### src/rtl/pager_alert.sv
// pager_alert: pager buzzer sequencer.
// A rising edge on page_in starts a burst of beeps on buzzer; ack stops the
// alert at any time. An alert that runs to completion without ack sets the
// sticky missed flag. page_count tallies page_in rising edges and saturates.
// Optional feature macro: PAGER_ALERT_REPEAT_EN -- when defined, a completed
// burst is followed by a silent gap and another burst, up to MAX_BURSTS
// bursts; when undefined, the alert ends after the first burst.
module pager_alert #(
    parameter int BEEP_ON_CYC    = 4,
    parameter int BEEP_OFF_CYC   = 4,
    parameter int BEEP_COUNT     = 3,
    parameter int REPEAT_GAP_CYC = 16,
    parameter int MAX_BURSTS     = 2,
    parameter int CNT_W          = 4
) (
    input  logic             clk,
    input  logic             rst,
    input  logic             page_in,
    input  logic             ack,
    output logic             buzzer,
    output logic             alert_active,
    output logic             missed,
    output logic [CNT_W-1:0] page_count
);

    // Timer sized for the longest interval, holding (length - 1) as its load.
    localparam int TMR_MAX_AB = (BEEP_ON_CYC > BEEP_OFF_CYC) ? BEEP_ON_CYC : BEEP_OFF_CYC;
    localparam int TMR_MAX    = (TMR_MAX_AB > REPEAT_GAP_CYC) ? TMR_MAX_AB : REPEAT_GAP_CYC;
    localparam int TMR_W      = (TMR_MAX > 1) ? $clog2(TMR_MAX) : 1;
    localparam int BEEP_W     = (BEEP_COUNT > 1) ? $clog2(BEEP_COUNT + 1) : 1;
    localparam int BURST_W    = (MAX_BURSTS > 1) ? $clog2(MAX_BURSTS + 1) : 1;

`ifdef PAGER_ALERT_REPEAT_EN
    localparam int N_BURSTS = MAX_BURSTS;
`else
    localparam int N_BURSTS = 1;
`endif

    localparam logic [TMR_W-1:0]  ON_LOAD   = TMR_W'(BEEP_ON_CYC - 1);
    localparam logic [TMR_W-1:0]  OFF_LOAD  = TMR_W'(BEEP_OFF_CYC - 1);
    localparam logic [TMR_W-1:0]  GAP_LOAD  = TMR_W'(REPEAT_GAP_CYC - 1);
    localparam logic [BEEP_W-1:0] BEEP_LAST = BEEP_W'(BEEP_COUNT);

    // state    | meaning
    // IDLE     | no alert in progress
    // BEEP_ON  | buzzer driven, timing one beep
    // BEEP_OFF | buzzer silent between beeps of a burst
    // GAP      | silent pause between bursts (repeat builds only)
    typedef enum logic [1:0] {
        IDLE     = 2'd0,
        BEEP_ON  = 2'd1,
        BEEP_OFF = 2'd2,
        GAP      = 2'd3
    } state_t;

    state_t             state_q, state_d;
    logic [TMR_W-1:0]   timer_q, timer_d;
    logic [BEEP_W-1:0]  beep_q, beep_d;
    logic [BURST_W-1:0] burst_q, burst_d;
    logic               missed_q, missed_d;
    logic               page_q;
    logic [CNT_W-1:0]   count_q;
    logic               buzzer_q, buzzer_d;
    logic               active_q, active_d;
    logic               page_rise;

    assign page_rise = page_in & ~page_q;

    // State, counters and registered outputs; reset clears everything at once.
    always_ff @(posedge clk or posedge rst) begin
        if (rst) begin
            state_q  <= IDLE;
            timer_q  <= '0;
            beep_q   <= '0;
            burst_q  <= '0;
            missed_q <= 1'b0;
            page_q   <= 1'b0;
            count_q  <= '0;
            buzzer_q <= 1'b0;
            active_q <= 1'b0;
        end else begin
            state_q  <= state_d;
            timer_q  <= timer_d;
            beep_q   <= beep_d;
            burst_q  <= burst_d;
            missed_q <= missed_d;
            page_q   <= page_in;
            if (page_rise && (count_q != {CNT_W{1'b1}})) begin
                count_q <= count_q + CNT_W'(1);
            end
            buzzer_q <= buzzer_d;
            active_q <= active_d;
        end
    end

    // Next-state: timer expiry drives the beep/burst sequence, ack overrides all.
    always_comb begin
        state_d  = state_q;
        timer_d  = (timer_q != '0) ? (timer_q - TMR_W'(1)) : timer_q;
        beep_d   = beep_q;
        burst_d  = burst_q;
        missed_d = missed_q;

        unique case (state_q)
            IDLE: begin
                if (ack) begin
                    missed_d = 1'b0;
                end
                if (page_rise) begin
                    state_d = BEEP_ON;
                    timer_d = ON_LOAD;
                    beep_d  = '0;
                    burst_d = '0;
                end
            end
            BEEP_ON: begin
                if (timer_q == '0) begin
                    state_d = BEEP_OFF;
                    timer_d = OFF_LOAD;
                    beep_d  = beep_q + BEEP_W'(1);
                end
            end
            BEEP_OFF: begin
                if (timer_q == '0) begin
                    if (beep_q < BEEP_LAST) begin
                        state_d = BEEP_ON;
                        timer_d = ON_LOAD;
                    end else begin
                        beep_d = '0;
                        if ((int'(burst_q) + 1) < N_BURSTS) begin
                            state_d = GAP;
                            timer_d = GAP_LOAD;
                            burst_d = burst_q + BURST_W'(1);
                        end else begin
                            // Ran out of bursts without an ack: give up and flag it.
                            state_d  = IDLE;
                            timer_d  = '0;
                            burst_d  = '0;
                            missed_d = 1'b1;
                        end
                    end
                end
            end
            GAP: begin
                if (timer_q == '0) begin
                    state_d = BEEP_ON;
                    timer_d = ON_LOAD;
                end
            end
            default: begin
                state_d = IDLE;
                timer_d = '0;
            end
        endcase

        // Acknowledge wins over any timer transition in the same cycle.
        if (ack && (state_q != IDLE)) begin
            state_d  = IDLE;
            timer_d  = '0;
            beep_d   = '0;
            burst_d  = '0;
            missed_d = 1'b0;
        end
    end

    // Output decode from the next state so the outputs themselves are flops.
    always_comb begin
        buzzer_d = (state_d == BEEP_ON);
        active_d = (state_d != IDLE);
    end

    assign buzzer       = buzzer_q;
    assign alert_active = active_q;
    assign missed       = missed_q;
    assign page_count   = count_q;

endmodule

### config.mk
export PLATFORM = sky130hd
export DESIGN_NAME = pager_alert
export DESIGN_NICKNAME = d
export VERILOG_FILES = /design/src/rtl/pager_alert.sv
export SDC_FILE = /design/constraint.sdc
export NUM_CORES = 1
export LEC_CHECK = 0
export CAP_MARGIN = 20
export CORE_MARGIN = 3
export CORE_UTILIZATION = 56
export DETAILED_ROUTE_END_ITERATION = 8
export PLACE_DENSITY = 0.79
export SYNTH_ARGS = -nofsm -noshare
export SYNTH_HDL_FRONTEND = slang
export SYNTH_SLANG_ARGS = --single-unit
### constraint.sdc
create_clock -name clk -period 2.4 [get_ports clk]
set_input_delay 0.6 -clock clk [delete_from_list [all_inputs] [get_ports clk]]
set_output_delay 0.6 -clock clk [all_outputs]
set_load 0.02 [all_outputs]
==> metrics.txt <==
initial antenna violation count=0; number of synthesized register bits=18; fillcell total=between 100 and 150; post-cts gate resize count=0; IO Count=11; # diodes=0; Num CTS Buffers=3; Final Setup Violations=0; Final HPWL DP=1690 um; Cells after Synth=125; pre-CTS worst setup slack=a little over 0.3 ns; Pleak=approximately 0.59 nW; Post-synth ARST share=100%; maxcap violations=0; Synth Net Count=between 100 and 150; Hold Path End=burst_q[0]$_DFFE_PP0P_; achievable clock frequency=501 MHz; total die area=~2700 um2; Clock Sinks=18; Hold-fix buffers, CTS=0; Placer Congestion=between 0.8 and 0.9; Rows=15; CP arrival=2.19 ns; setup slack after layout=~0.40 ns; global-route wire length before repair=4300 um; number of vias per cell=between 6 and 7; grt total ovfl=0; Rel. slew slack=about 54%; Reg2Reg Capture Point=beep_q[0]$_DFFE_PP0P_; final wirelength=between 2000 and 2500 um; status=finished, final reports clean; die width=just over 50 um; clk_skew=between 0.015 and 0.02 ns; Die Y=about 52 um; Tot GR Track Use=21.1%; CTS tree=built; nets=151; drt pass-1 iters=4; clock-pin transition on the worst setup and hold timing paths=about 0.11 ns; vias in the first global route=991; CP Data Required Time=roughly 2.6 ns; crit-path max FO=8; clock root cell=clkbuf_4; sequential share of the synthesized area=a little under two fifths; Max Slew Vio Count=0; Critical R2R Launch=timer_q[0]$_DFF_PP0_; Hold Vio Cnt, Final=0; R2R depth=6; largest net degree at the start of global routing=19; Slew @ Worst Pin=0.692 ns; Mapped Area=~1200 um2; flop2flop setup slack=~0.4 ns; # H-tree levels=1; post-CTS setup buffer count=0; share of layout cells above drive strength 1=approximately a tenth; number of buffers added on ports=10; hold path cells=1; CP Launch Type=register; crit path time final=2.00 ns; RSZ-0062 raised after global routing=no; hold_ws=0.480 ns; HP Class=register to register; area of the multi-input gates=663 um2; library cells used by synthesis=42; clk_lat worst skew=around 0.31 ns; via count=967; routed length per placed instance=~15 um; critical path type=register to register; initial DRC count=18; DRC violations left=0; post-route ant nets=0; effective utilization at floorplan=63.5%; synthesized area per cell=about 9.4 um2; Fin Setup TNS=0 ns; Peak supply drop=approximately 0.00077 V; register area=450 um2; core area=1860 um2; Warnings, synthesis=0; clk buf depth=2; Most used DFF post-synth=dfrtp_1; Post-synth EDFFs=0; fin crit share=approximately 83%; HP Start=burst_q[0]$_DFFE_PP0P_; area delta synth->final=13.4%; crit end category=register; PwrDens=between 1000 and 1500 nW/um2
-- area by class of cell --
type	instances	area share, %
Tap cell	25	2.34
Multi-Input combinational cell	90	49.6
Sequential cell	18	33.7
Inverter	11	3.09
Timing Repair Buffer	12	8.61
Clock buffer	4	2.71
-- layer usage --
metal / up-vias / track usage (%) / part of all wire, %
li1: 465 / - / -
met1: 465 / 27.3 / 47
met2: 31 / 36.2 / 47
met3: 6 / 2.58 / 4.5
met4: 0 / 6.99 / 1.4
met5: - / 0 / 0
-- through the flow --
stage          power [mW]  util (%)  cell area [um2]  cells
2_1_floorplan        1.17         -             1180    125
3_3_place_gp         1.39      70.0             1300    156
3_5_place_dp         1.41      70.0             1300    156
4_1_cts              1.62      72.0             1340    160
5_1_grt              1.76      72.0             1340    160
6_report             1.62      72.0             1340    160
-- state kept, by name, indices dropped and copies added, names as in the netlist --
register and count:
timer_q 4, missed 1, page_q 1, state_q 2
alert_active 1, buzzer 1, beep_q 2, burst_q 2
page_count 4
-- power by group --
group | switching [mW] | internal [mW] | total [mW]
combinational | 0.497 | 0.415 | 0.913
sequential | 0.105 | 0.411 | 0.516
clock | 0.0997 | 0.0927 | 0.192
total | 0.702 | 0.919 | 1.62
-- kinds of logic after synthesis --
group,after synthesis,share of synthesized area [%]
XOR/XNOR,3,2.23
multiplexers,3,2.76
flip-flops,18,38.2
AND/OR/NAND/NOR,40,20.1
AO/OA/AOI/OAI,33,19.4
buffers and inverters,17,5.62
adder cells (fa/ha/maj),11,11.7
-- critical path, cell delays in order (launching register included) --
cell and delay, ns:
dfrtp_1 0.44, inv_1 0.07, ha_1 0.20, or3b_1 0.53, a21oi_1 0.25, o311ai_1 0.15
a22o_1 0.25
-- synthesized netlist by cell type (all sizes together), types with 3 or more instances --
library cell	count	area (um2)
inv	11	41.3
nor2	8	30.0
nor2b	3	18.8
and2	4	25.0
o21ai	9	45.0
dfrtp	18	450
nand2b	4	25.0
ha	11	138
nand2	3	11.3
a21oi	9	45.0
or2	3	18.8
clkbuf	4	15.0
-- placed cells by master, fill, tap and decap left out, types with 2 or more instances in the layout --
cell type        netlist  final
or2_2                  3      3
nor2_1                 8      8
and2_1                 4      4
clkbuf_4               0      3
a31oi_1                2      2
buf_4                  0      2
dfrtp_1               18     18
o21ai_0                5      5
xnor2_1                2      2
ha_1                  11     11
a311oi_1               2      2
nor4_1                 2      2
nor2b_1                3      3
a21oi_1                9      9
o32a_1                 2      2
nand4_1                2      2
clkdlybuf4s50_1        0     10
nand2b_1               4      4
inv_1                 11     11
nand2_1                3      3
mux2_2                 2      2
o21ai_1                4      4
a22oi_1                2      2
-- how the worst max path moves through the flow --
stage | start | end | slack, ns | depth (start not counted)
finish | timer_q[0]$_DFF_PP0_ | beep_q[0]$_DFFE_PP0P_ | 0.40 | 6
global route | state_q[0]$_DFF_PP0_ | burst_q[1]$_DFFE_PP0P_ | 0.27 | 7
CTS | timer_q[0]$_DFF_PP0_ | beep_q[0]$_DFFE_PP0P_ | 0.42 | 6
detailed placement | page_in | beep_q[1]$_DFFE_PP0P_ | 0.31 | 5
global placement | page_in | beep_q[1]$_DFFE_PP0P_ | 0.35 | 5
floorplan | timer_q[0]$_DFF_PP0_ | beep_q[0]$_DFFE_PP0P_ | 0.63 | 7
Note: power is estimated with default switching activity, not from simulation.
